<file path="config.mk">
export PLATFORM = sky130hd
export DESIGN_NAME = uart_frame_parser
export DESIGN_NICKNAME = d
export VERILOG_FILES = /design/src/rtl/uart_frame_parser.sv
export SDC_FILE = /design/constraint.sdc
export NUM_CORES = 1
export LEC_CHECK = 0
export CAP_MARGIN = 25
export CORE_ASPECT_RATIO = 2
export CORE_MARGIN = 8
export CORE_UTILIZATION = 45
export DETAILED_ROUTE_END_ITERATION = 8
export HOLD_SLACK_MARGIN = 0.03
export PLACE_DENSITY = 0.76
export REMOVE_ABC_BUFFERS = 1
export SETUP_SLACK_MARGIN = 0.15
export SLEW_MARGIN = 20
export SYNTH_ARGS = -nofsm -noshare
export SYNTH_HDL_FRONTEND = slang
export SYNTH_SLANG_ARGS = --single-unit
</file>
<file path="constraint.sdc">
create_clock -name sclk -period 2.1 [get_ports sclk]
set_input_delay 0.315 -clock sclk [delete_from_list [all_inputs] [get_ports sclk]]
set_output_delay 0.315 -clock sclk [all_outputs]
set_load 0.1 [all_outputs]
</file>
<file path="src/rtl/uart_frame_parser.sv">
// uart_frame_parser: extracts 55 AA LEN CMD PAYLOAD CSUM frames from a received byte stream,
// buffers the payload and reports good frames or drop reasons.
module uart_frame_parser #(
    parameter int MAX_LEN        = 16,
    parameter int ADDR_W         = 4,
    parameter int TIMEOUT_CYCLES = 104160
) (
    input  logic              sclk,
    input  logic              srst,
    input  logic [7:0]        rx_data,
    input  logic              po_flag,
    output logic              frame_valid,
    output logic [7:0]        frame_cmd,
    output logic [ADDR_W:0]   frame_len,
    input  logic [ADDR_W-1:0] pl_raddr,
    output logic [7:0]        pl_rdata,
    output logic              frame_err,
    output logic [1:0]        err_code
);
    localparam int TW = $clog2(TIMEOUT_CYCLES + 1);
    localparam logic [TW-1:0] TMAX = TW'(TIMEOUT_CYCLES);
    localparam logic [7:0] LEN_MAX = 8'(MAX_LEN);

    typedef enum logic [2:0] {S_IDLE, S_HDR2, S_LEN, S_CMD, S_DATA, S_CSUM} state_t;

    state_t            state_q, state_d;
    logic [7:0]        csum_q, csum_d, cmd_q, cmd_d, fcmd_q, fcmd_d;
    logic [ADDR_W:0]   idx_q, idx_d, len_q, len_d, flen_q, flen_d;
    logic [TW-1:0]     tmo_q, tmo_d;
    logic [1:0]        code_q, code_d;
    logic              valid_q, valid_d, err_q, err_d, buf_we;
    logic [7:0]        pl_buf_q [2**ADDR_W];

    always_ff @(posedge sclk) begin
        if (srst) begin
            state_q <= S_IDLE;
            csum_q  <= '0;
            cmd_q   <= '0;
            fcmd_q  <= '0;
            idx_q   <= '0;
            len_q   <= '0;
            flen_q  <= '0;
            tmo_q   <= '0;
            code_q  <= '0;
            valid_q <= 1'b0;
            err_q   <= 1'b0;
        end else begin
            state_q <= state_d;
            csum_q  <= csum_d;
            cmd_q   <= cmd_d;
            fcmd_q  <= fcmd_d;
            idx_q   <= idx_d;
            len_q   <= len_d;
            flen_q  <= flen_d;
            tmo_q   <= tmo_d;
            code_q  <= code_d;
            valid_q <= valid_d;
            err_q   <= err_d;
        end
    end

    // Payload storage is deliberately not reset; it only holds data of the latest frame.
    always_ff @(posedge sclk) begin
        if (buf_we) pl_buf_q[idx_q[ADDR_W-1:0]] <= rx_data;
    end

    always_comb begin
        state_d = state_q;
        csum_d  = csum_q;
        cmd_d   = cmd_q;
        fcmd_d  = fcmd_q;
        idx_d   = idx_q;
        len_d   = len_q;
        flen_d  = flen_q;
        code_d  = code_q;
        valid_d = 1'b0;
        err_d   = 1'b0;
        buf_we  = 1'b0;
        tmo_d   = (po_flag || state_q == S_IDLE) ? '0 : (tmo_q == TMAX ? tmo_q : tmo_q + 1'b1);
        if (po_flag) begin
            case (state_q)
                S_IDLE: state_d = (rx_data == 8'h55) ? S_HDR2 : S_IDLE;
                S_HDR2: state_d = (rx_data == 8'hAA) ? S_LEN : (rx_data == 8'h55) ? S_HDR2 : S_IDLE;
                S_LEN: begin
                    if (rx_data != 8'h00 && rx_data <= LEN_MAX) begin
                        len_d   = rx_data[ADDR_W:0];
                        csum_d  = rx_data;
                        idx_d   = '0;
                        state_d = S_CMD;
                    end else begin
                        err_d   = 1'b1;
                        code_d  = 2'd1;
                        state_d = S_IDLE;
                    end
                end
                S_CMD: begin
                    cmd_d   = rx_data;
                    csum_d  = csum_q + rx_data;
                    state_d = S_DATA;
                end
                S_DATA: begin
                    buf_we  = 1'b1;
                    csum_d  = csum_q + rx_data;
                    idx_d   = idx_q + 1'b1;
                    state_d = (idx_q + 1'b1 == len_q) ? S_CSUM : S_DATA;
                end
                S_CSUM: begin
                    if (rx_data == csum_q) begin
                        valid_d = 1'b1;
                        fcmd_d  = cmd_q;
                        flen_d  = len_q;
                    end else begin
                        err_d  = 1'b1;
                        code_d = 2'd2;
                    end
                    state_d = S_IDLE;
                end
                default: state_d = S_IDLE;
            endcase
        end else if (state_q != S_IDLE && tmo_q == TMAX) begin
            err_d   = 1'b1;
            code_d  = 2'd3;
            state_d = S_IDLE;
        end
    end

    assign frame_valid = valid_q;
    assign frame_err   = err_q;
    assign frame_cmd   = fcmd_q;
    assign frame_len   = flen_q;
    assign err_code    = code_q;
    assign pl_rdata    = pl_buf_q[pl_raddr];
endmodule

</file>
==> summary.md <==
| Metric | Value |
|---|---|
| Die area | `23,100 um2` |
| Vias | `5,214` |
| Die Ht | `207 um` |
| Setup slack after layout | `-298 ps` |
| Adder-cell share of the synthesized area | `0.0223` |
| Crit Path Max Fanout | `1` |
| Post-synth EDFFs | `128` |
| Synth warn | `0` |
| Worst R2R End | `err_code[1]` |
| Yosys cell types | `between 60 and 70` |
| Min Tclk post-route | `2400 ps` |
| Fin crit share | `1.14` |
| Total congestion overflow | `0` |
| Initial antenna violation count | `0` |
| Worst Max-Slew Pin Slew | `597 ps` |
| Pwr per Cell Area | `roughly 770 nW/um2` |
| Die X | `roughly 110 um` |
| Critical Path AT | `2080 ps` |
| Post-synthesis sequential area ratio | `0.622` |
| HP Class | `in -> reg` |
| WHS Endpoint | `cmd_q[4]` |
| Startpoint Class | `register` |
| I/O Buffers | `39` |
| CP required | `1780 ps` |
| Pin count of the biggest net entering global routing | `27` |
| Status | `complete, but fails checks` |
| Post-Syn Instances | `573` |
| Area growth, synth to finish | `23.5%` |
| RSZ-0062 raised after global routing | `yes` |
| Asr flop ratio synth | `0` |
| Synthesized area per cell | `14.3 um2` |
| H-tree level count | `4` |
| R2R Path Start | `tmo_q[8]` |
| Hold depth | `4` |
| CTS buffer count | `17` |
| Sink Count | `about 190` |
| R2R Setup Slk | `around 100 ps` |
| Largest buffer count on any clock path | `2` |
| Synth Register Bits | `191` |
| Xor-xnor portion of the synthesized cell area | `0.0245` |
| Detail Placement HPWL | `12,800 um` |
| I/O Pins | `40` |
| Fin nets | `711` |
| CTS tree | `built` |
| Commonest non-fill, non-tap cell in the layout | `edfxtp_1` |
| Crit Path Category | `reg -> out` |
| Initial Utilization | `0.455` |
| Top FF cell, synth | `edfxtp_1` |
| GRT Total Usage | `0.168` |
| Worst rel slew slack | `0.602` |
| Synth Cell Area | `8210 um2` |
| Post-CTS Hold Fix Bufs | `0` |
| Final WL | `19,400 um` |
| Core Region | `approximately 18,000 um2` |
| Drt first pass iters | `5` |
| Post-route ant nets | `0` |
| Pleak | `3.67 nW` |
| Ratio of cells with drive above 1 in the final layout | `0.312` |
| Most frequent cells in the layout | `edfxtp_1, buf_4, nor2_1, dfxtp_1, mux4_2` |
| Wire length per cell | `21.3 um` |
| Max-cap violations | `0` |
| Combinational family with the most area after synthesis | `multiplexers` |
| Drt drc | `0` |
| Vias in the first global route | `5,362` |
| Cell Rows | `70` |
| Setup violators final | `8` |
| Min-delay src | `rx_data[4]` |
| Worst IR Drop VDD | `0.524 mV` |
| First-pass GRT wire length | `29,800 um` |
| CTS clk-pin slew, worst paths | `70 ps` |
| Fmax | `approximately 420 MHz` |
| Reg2Reg Depth | `5` |
| Violated checks | `setup timing` |
| Simple-gate share of the synthesized area | `0.113` |
| Slew Limit Fails | `0` |
| Initial detailed-routing violation count | `370` |
| Mean number of vias per cell | `5.72` |
| Skew final | `just over 9 ps` |
| CP Capture Type | `primary output` |
| Worst skew pair latency | `430 ps` |
| Post-route core utilization | `0.562` |
| GPL Wtd Cong | `0.844` |
| Fraction of synthesized area in multiplexers | `0.137` |
| Setup_tns | `-1930 ps` |
| Design Power | `7.77 mW` |
| Final Hold Viols | `0` |
| Synth Area in Compound Gates | `0.0575` |
| Antenna diode count | `0` |
| Clk root buf | `clkbuf_16` |
==> registers in the layout, indices dropped and copies added (netlist names) <==
register     count
csum_q           8
pl_buf_q       128
len_q            5
err_code         2
frame_len        5
state_q          3
frame_valid      1
frame_cmd        8
frame_err        1
cmd_q            8
tmo_q           17
idx_q            5
==> worst max-delay path: stages, from the launching register on <==
cell,delay [ps]
edfxtp_1,420
mux4_2,510
mux4_2,530
buf_12,190
==> worst max path at each step <==
stage                     slack [ps]  cells past startpoint      startpoint           end
after floorplan                 -100                      6      rx_data[5]  frame_cmd[0]
after global placement          -390                      7      rx_data[3]     csum_q[7]
after detailed placement        -460                      8      rx_data[2]     csum_q[7]
after CTS                       -310                      3  pl_buf_q[8][5]   pl_rdata[5]
after global routing            -340                      3  pl_buf_q[8][4]   pl_rdata[4]
final                           -300                      3  pl_buf_q[8][4]   pl_rdata[4]
==> area by class of cell <==
cell class                      count  area, um2
Multi-Input combinational cell    344       3060
Clock buffer                       17        425
Tap cell                          216        270
Inverter                           12       45.0
Sequential cell                   191       5120
Clock inverter                     15        155
Timing Repair Buffer              116       1070
Fill cell                        1433       7900
==> metrics by stage <==
step	hold slack (ps)	worst slack, ps	std cells	cell area [um2]
2_1_floorplan	380	-97.0	547	8060
3_3_place_gp	447	-393	872	9330
3_5_place_dp	457	-455	872	9330
4_1_cts	471	-312	906	9970
5_1_grt	460	-338	911	10100
6_report	440	-298	911	10100
==> synth_stat cells (2+ instances only) <==
cell type,number,share of area
xnor2_1,11,0.012
nor3b_1,2,0.0018
clkbuf_1,13,0.0059
nor4_1,4,0.0030
o21a_1,4,0.0037
a311oi_1,3,0.0032
and3_1,7,0.0053
mux4_2,40,0.11
o211ai_1,4,0.0037
nor2b_1,3,0.0023
o31a_1,2,0.0021
nand4_1,2,0.0015
clkbuf_8,4,0.0067
mux2i_1,20,0.024
edfxtp_1,128,0.47
nand2_1,36,0.016
buf_1,2,0.00091
inv_1,12,0.0055
buf_2,6,0.0037
ha_1,13,0.020
or4_1,2,0.0018
nand3b_1,3,0.0027
or3_1,4,0.0030
nand2b_1,6,0.0046
a211oi_1,5,0.0046
nor4b_1,2,0.0021
a21oi_1,24,0.015
a21boi_0,2,0.0018
xor2_1,12,0.013
nor3_1,12,0.0073
and4_1,2,0.0021
a21o_1,3,0.0027
nor2_1,63,0.029
dfxtp_1,63,0.15
nand3_1,12,0.0073
nand4b_1,2,0.0021
o21ai_0,11,0.0067
==> repair_timing <==
item,in CTS,in global routing
pin swaps,8,18
buffers inserted,0,5
cloned,2,0
setup endpoints to repair,36,41
gates resized for setup,21,32
==> metal layers <==
metal / routed length, um / part of all wire / up-vias / global-route usage
li1: - / - / 2400 / -
met1: 7310 / 0.38 / 2598 / 0.186
met2: 10600 / 0.55 / 186 / 0.303
met3: 1030 / 0.053 / 30 / 0.0396
met4: 441 / 0.023 / 0 / 0.0613
met5: 0 / 0 / - / 0
==> where the power goes <==
group,switching (mW),leakage (nW),internal [mW]
combinational,0.366,1.73,0.250
sequential,0.00175,1.66,4.00
clock,1.47,0.278,1.68
total,1.84,3.67,5.93
==> cells by family after synthesis <==
group	Yosys count
flip-flops	191
AND/OR/NAND/NOR	175
AO/OA/AOI/OAI	70
multiplexers	62
buffers and inverters	38
XOR/XNOR	23
adder cells (fa/ha/maj)	14
Power figures use the tool's default switching activity.
